[src/rtl/telemetry_frame_tx.sv]
// Pops one FIFO record per frame and streams sync, sequence, payload and check bytes to uart_tx.
// Build option: define TELEM_CRC8_EN for a CRC-8 (poly 0x07) check byte instead of the XOR check byte.
module telemetry_frame_tx #(
    parameter int          PAYLOAD_WIDTH = 192,
    parameter logic [7:0]  SYNC_BYTE0    = 8'hA5,
    parameter logic [7:0]  SYNC_BYTE1    = 8'h5A
) (
    input  logic                     clk,
    input  logic                     reset,
    input  logic                     fsm_en,
    input  logic [PAYLOAD_WIDTH-1:0] fifo_rd_data,
    input  logic                     fifo_empty,
    output logic                     fifo_rd_en,
    output logic                     uart_start_tx,
    output logic [7:0]               uart_tx_din,
    input  logic                     uart_tx_done,
    output logic                     frame_busy,
    output logic                     frame_done,
    output logic [7:0]               seq_num
);

    localparam int         NBYTES   = PAYLOAD_WIDTH / 8 + 4;
    localparam logic [5:0] LAST_IDX = 6'(NBYTES - 1);

    typedef enum logic [1:0] {
        IDLE  = 2'd0,
        LOAD  = 2'd1,
        START = 2'd2,
        WAIT  = 2'd3
    } state_t;

    state_t                   state_r, state_s;
    logic [PAYLOAD_WIDTH-1:0] shift_r, shift_s;
    logic [7:0]               check_r, check_s;
    logic [5:0]               idx_r, idx_s;
    logic [7:0]               din_r, din_s;
    logic [7:0]               seq_r, seq_s;
    logic                     rd_en_s;
    logic                     start_s;
    logic                     done_s;

    // Folds one covered byte (sequence number or payload) into the running check value.
    function automatic logic [7:0] check_update(input logic [7:0] acc, input logic [7:0] data);
        logic [7:0] crc;
`ifdef TELEM_CRC8_EN
        crc = acc ^ data;
        for (int b = 0; b < 8; b++) begin
            if (crc[7]) begin
                crc = {crc[6:0], 1'b0} ^ 8'h07;
            end else begin
                crc = {crc[6:0], 1'b0};
            end
        end
`else
        crc = acc ^ data;
`endif
        return crc;
    endfunction

    // Next-state, datapath and strobe decode for the frame sequencer.
    always_comb begin
        state_s = state_r;
        shift_s = shift_r;
        check_s = check_r;
        idx_s   = idx_r;
        din_s   = din_r;
        seq_s   = seq_r;
        rd_en_s = 1'b0;
        start_s = 1'b0;
        done_s  = 1'b0;
        case (state_r)
            IDLE: begin
                if (fsm_en && !fifo_empty) begin
                    rd_en_s = 1'b1;
                    shift_s = fifo_rd_data;
                    check_s = 8'h00;
                    idx_s   = 6'd0;
                    state_s = LOAD;
                end else begin
                    state_s = IDLE;
                end
            end
            LOAD: begin
                state_s = START;
                if (idx_r == 6'd0) begin
                    din_s = SYNC_BYTE0;
                end else if (idx_r == 6'd1) begin
                    din_s = SYNC_BYTE1;
                end else if (idx_r == 6'd2) begin
                    din_s   = seq_r;
                    check_s = check_update(check_r, seq_r);
                end else if (idx_r == LAST_IDX) begin
                    din_s = check_r;
                end else begin
                    // Payload leaves MSB byte first; the register shifts up behind it.
                    din_s   = shift_r[PAYLOAD_WIDTH-1 -: 8];
                    check_s = check_update(check_r, shift_r[PAYLOAD_WIDTH-1 -: 8]);
                    shift_s = shift_r << 8;
                end
            end
            START: begin
                start_s = 1'b1;
                state_s = WAIT;
            end
            WAIT: begin
                if (uart_tx_done) begin
                    if (idx_r < LAST_IDX) begin
                        idx_s   = idx_r + 6'd1;
                        state_s = LOAD;
                    end else begin
                        done_s  = 1'b1;
                        seq_s   = seq_r + 8'd1;
                        state_s = IDLE;
                    end
                end else begin
                    state_s = WAIT;
                end
            end
            default: begin
                state_s = IDLE;
            end
        endcase
    end

    // State and datapath registers; reset abandons any frame in flight.
    always_ff @(posedge clk) begin
        if (reset) begin
            state_r <= IDLE;
            shift_r <= '0;
            check_r <= 8'h00;
            idx_r   <= 6'd0;
            din_r   <= 8'h00;
            seq_r   <= 8'h00;
        end else begin
            state_r <= state_s;
            shift_r <= shift_s;
            check_r <= check_s;
            idx_r   <= idx_s;
            din_r   <= din_s;
            seq_r   <= seq_s;
        end
    end

    assign fifo_rd_en    = rd_en_s;
    assign uart_start_tx = start_s;
    assign uart_tx_din   = din_r;
    assign frame_busy    = (state_r != IDLE);
    assign frame_done    = done_s;
    assign seq_num       = seq_r;

endmodule

[config.mk]
export PLATFORM = sky130hd
export DESIGN_NAME = telemetry_frame_tx
export DESIGN_NICKNAME = d
export VERILOG_FILES = /design/src/rtl/telemetry_frame_tx.sv
export SDC_FILE = /design/constraint.sdc
export NUM_CORES = 1
export LEC_CHECK = 0
export BUFFER_PORTS_ARGS = -buffer_cell sky130_fd_sc_hd__buf_2
export CELL_PAD_IN_SITES_DETAIL_PLACEMENT = 0
export CELL_PAD_IN_SITES_GLOBAL_PLACEMENT = 1
export CORE_MARGIN = 4
export CORE_UTILIZATION = 40
export DETAILED_ROUTE_END_ITERATION = 10
export PLACE_DENSITY = 0.79
export SLEW_MARGIN = 0
export SYNTH_ARGS = -nofsm -noshare
export SYNTH_HDL_FRONTEND = slang
export SYNTH_SLANG_ARGS = --single-unit
[constraint.sdc]
create_clock -name clk -period 4.06 [get_ports clk]
set_clock_uncertainty 0.1 [all_clocks]
set_input_delay 0.406 -clock clk [delete_from_list [all_inputs] [get_ports clk]]
set_output_delay 0.406 -clock clk [all_outputs]
set_load 0.02 [all_outputs]
# Word level (Yosys, flattened, before mapping)

Cells that the tools add are included.

Register bits: 224
Bits in latches: 0
RAM bits: 0
ROM bits: 0
Input bits: 197
Word-level logic and storage cells: 67
Memories kept: 0

Add/subtract/negate cells: 2
Multiply operators: 0
Div/mod/pow operators: 0
Magnitude comparators: 1
Equal/unequal tests: 14
Shift operators: 0
Mux-type cells: 30
Bitwise operators: 3
Reductions and logical operators: 11

Operators with widths:

| operator            | number |
|---|---|
| $mux 192            | 5 |
| $pmux 192 s2        | 1 |
| $mux 8              | 9 |
| $mux 6              | 3 |
| $pmux 8 s2          | 1 |
| $xor 8x8->8         | 2 |
| $ne 2x2->1 const B  | 7 |
| $pmux 6 s2          | 1 |
| $add 8x1->8 const B | 1 |
| $mux 1              | 8 |
| $pmux 2 s4          | 1 |
| $add 6x1->6 const B | 1 |
| $eq 6x1->1 const B  | 1 |
| $eq 6x2->1 const B  | 1 |
| $eq 6x5->1 const B  | 1 |
| $logic_not 6->1     | 1 |
| $lt 6x5->1 const B  | 1 |
| $reduce_and 6->1    | 1 |
| $reduce_bool 2->1   | 3 |
| $reduce_and 5->1    | 1 |
| $eq 2x2->1 const B  | 2 |
| $reduce_and 4->1    | 1 |
| $ne 3x3->1 const B  | 1 |
| $reduce_and 3->1    | 1 |
| other kinds (6)     | 6 |

# Longest topological paths before layout

Depth after elaboration: 6
Depth in mapped cells: 8

# Worst setup path after synthesis

Ideal clock, no wire load.

Path type: input to register
Start: input fifo_empty
End: register shift_r[12]
Arrival time: 1.892 ns
Data required time: 3.814 ns
Path slack: 1.922 ns
Cell stages on the path: 7
Buffers on the path: 3
Cell sequence: or4b_1 > buf_2 > o2bb2ai_2 > clkbuf_1 > buf_2 > a221oi_1 > a211oi_2

Longest elaborated chain between the ends: 4

RTL lines:

| what                              | line | RTL |
|---|---|---|
| start: declaration                | 12   | `input logic fifo_empty,` |
| $logic_not 1->1                   | 73   | `if (fsm_en && !fifo_empty) begin` |
| $logic_and 1x1->1                 | 73   |  |
| $ne 2x2->1 (no source line)       | n/a  |  |
| $reduce_and 6->1 (no source line) | n/a  |  |
| end signal: assignment            | 136  | `shift_r <= shift_s;` |
| end: declaration                  | 33   | `logic [PAYLOAD_WIDTH-1:0] shift_r, shift_s;` |

No other way between the ends.
A chain may end at the register's enable or synchronous reset.

# Worst setup path in the final report

Start: register idx_r[0]
End: register shift_r[123]

Longest elaborated chain between the ends: 3
Elaborated cells between the ends (all ways): 9

RTL lines:

| what                                  | line | RTL |
|---|---|---|
| start: declaration                    | 35   | `logic [5:0] idx_r, idx_s;` |
| start signal: assignment              | 138  | `idx_r <= idx_s;` |
| $eq 6x5->1 (tied with other cells)    | 92   | `end else if (idx_r == LAST_IDX) begin` |
| $ne 2x2->1 (no source line)           | n/a  |  |
| $reduce_and 6->1 (no source line) (*) | n/a  |  |

Mark *: on every way between the ends. The rest lies on a longest branch, timed or not.

==> impl_metrics.py <==
metrics = {
    "outcome": {
        "outcome": "complete, no violations",
    },
    "synthesis": {
        "synth-edff-count": 0,
        "ys_types": 51,
        "ys.flop_type": "dfxtp_1",
        "postSynthCellCount": 1319,
        "synth_nets": 1521,
        "synth_seq_area_share": 0.358,
        "netlist_area_um2": 12500,
        "synth_seq_cells": 224,
        "synth_top_area_cell": "dfxtp_1",
        "synth.avg_cell_area_um2": 9.50,
        "async_reset_ff_frac": 0,
        "ys.warnings.count": 0,
        "synth_top_area_frac": 0.358,
        "synthTopCellsByArea": "dfxtp_1 36%, mux2_2 17%, a221oi_1 13%",
    },
    "global_routing": {
        "grt_pass1_vias": 10200,
        "grt_max_degree": 208,
        "grtUsageTotal": 0.199,
        "grt_overflow": 0,
        "grt_first_pass_wirelength_mm": 56.8,
        "antenna_found_initial": 8,
    },
    "power": {
        "pwr-share-comb": 0.202,
        "p_per_area_nw_per_um2": 427,
        "peakVddDrop_uv": 290,
        "p_leak_nw": 5.50,
        "switching_share": 0.282,
        "p_seq_frac": 0.418,
        "p_switching_w": 0.00175,
        "p_int_w": 0.00445,
        "p_clk_frac": 0.380,
        "power.total_w": 0.00620,
    },
    "cells_and_area": {
        "area_delta_synth_final_pct": 15.8,
        "layout-drive-gt1-share": 0.352,
        "layout_commonest_cell": "dfxtp_1",
        "mostFrequentLayoutCells": "224 x dfxtp_1, 215 x buf_2, 191 x inv_1",
        "fillers": 3012,
        "final_core_util": 0.472,
        "final_area_um2": 14500,
        "num-nets-final": 1625,
    },
    "floorplanning": {
        "die_width_um": 185,
        "die_h_um": 185,
        "core_area_um2": 30700,
        "num_rows": 64,
        "die_area_um2": 34200,
        "start_util": 0.407,
        "ioPinCount": 217,
    },
    "worst_setup_path": {
        "path_class": "reg -> reg",
        "worstPathRequired_ns": 4.33,
        "worstSetupStartpointType": "register",
        "worstPathMaxFanout": 80,
        "end_kind": "register",
        "cp.arrival_ns": 3.33,
    },
    "timing": {
        "slew_headroom": 0.190,
        "hold_viol": 0,
        "setup_viol": 0,
        "slew_violations": 0,
        "rsz0062_at_grt": "false",
        "fin_setup_tns_ns": 0,
        "tightest_slew_ns": 1.21,
        "final.period_utilization": 0.753,
        "period_minus_slack_ns": 3.06,
        "max_freq_mhz": 327,
    },
    "detailed_routing": {
        "drc": 0,
        "vias": 10900,
        "wl_per_cell_um": 19.8,
        "detail_route.first_pass.iterations": 6,
        "vias_per_cell": 5.91,
        "wl_mm": 36.5,
        "ant_nets": 0,
        "drt_iter0_drc": 1171,
    },
    "clock_network": {
        "postCtsSetupRepairBufs": 0,
        "tritoncts": "done",
        "clk_pin_slew_ns": 0.06,
        "cts_sinks": 224,
        "clk_latency_ns": 0.52,
        "cts_buffers": 27,
        "cts_buffer_depth": 3,
        "clockRootBuffer": "clkbuf_16",
        "htree_levels": 1,
        "hold_buffers": 8,
        "cts_resized": 0,
    },
    "place": {
        "place_area_um2": 13600,
        "place_congestion": 0.827,
        "port_buffers": 216,
        "hpwl_mm": 21.6,
    },
    "run": {
        "cap_violations": 0,
    },
    "hold_path": {
        "min_path_type": "in -> reg",
    },
}
power by group through the flow:
stage / Combinational (W) / Sequential, W / Clock (W)
after global placement: 0.00123 / 0.00263 / 0
after detailed placement: 0.00124 / 0.00263 / 0
final: 0.00125 / 0.00259 / 0.00236
after floorplan: 0.000982 / 0.00259 / 0
after CTS: 0.00126 / 0.00259 / 0.00242
after global routing: 0.00137 / 0.00262 / 0.00251
state kept, by name (all words and copies together), names as in the netlist:
signal / count
uart_tx_din: 8
shift_r: 192
state_r: 2
idx_r: 6
seq_num: 8
check_r: 8
cell families (layout without fill, tap and decap cells):
family / after synthesis / count (layout) / synth area share
xor+xnor: 3 / 3 / 0.00210
compound gates: 446 / 446 / 0.303
mux: 193 / 193 / 0.173
simple gates: 92 / 92 / 0.0395
flops: 224 / 224 / 0.358
fa+ha+maj: 5 / 5 / 0.00499
buf+inv: 356 / 479 / 0.120
other cells: 0 / 3 / 0
path summary, 6_finish.rpt:
check	cells past startpoint	end	from	slack (ns)
min reg2reg	2	shift_r[182]	shift_r[182]	0.35
min	3	state_r[1]	uart_tx_done	0.19
max	6	shift_r[123]	idx_r[0]	1.00
max reg2reg	6	shift_r[123]	idx_r[0]	1.00
cell type report:
type,instances,area [um2],share of cell area
antenna,3,7.51,0.000517
inverter,191,717,0.0494
sequential,224,4480,0.309
timing repair buffer,240,1350,0.0932
clock inverter,7,68.8,0.00474
multi-input combinational,739,6590,0.454
clock buffer,41,798,0.0550
tap,396,495,0.0341
worst max-delay path: stages, from the launching register on:
cell,delay [ns]
dfxtp_1,0.43
ha_1,0.43
inv_1,0.22
o21ai_4,0.24
a22o_4,0.84
buf_4,0.43
a211oi_1,0.13
cells in the mapped netlist, types with 4 or more instances:
library cell	count
mux2i_1	9
nor2_1	14
buf_6	20
buf_2	10
dfxtp_1	224
buf_1	4
a31oi_1	5
or3_1	14
a221oi_1	188
a32o_1	8
a211oi_1	144
o41ai_1	5
mux2_2	184
a21oi_1	6
a222oi_1	8
nand2_1	21
o21ai_0	17
o221a_2	4
clkbuf_1	131
ha_1	5
nand3_1	15
a211oi_2	40
and3_1	6
a21o_1	4
nor3_1	6
inv_1	191
metrics by stage:
step / hold slack (ns) / setup WS (ns) / std cells
finish: 0.187 / 1.00 / 1841
global route: 0.197 / 0.800 / 1841
CTS: 0.161 / 1.03 / 1838
detailed placement: 0.342 / 1.06 / 1782
global placement: 0.340 / 1.15 / 1782
floorplan: 0.331 / 1.92 / 1319
routing by layer:
metal	part of all wire	vias to the layer above	global-route usage
li1	-	5213	-
met1	0.45	5253	0.286
met2	0.47	345	0.314
met3	0.059	52	0.0332
met4	0.022	10	0.0487
met5	0.0018	-	0
No activity file was read; power rests on OpenSTA's default activity.
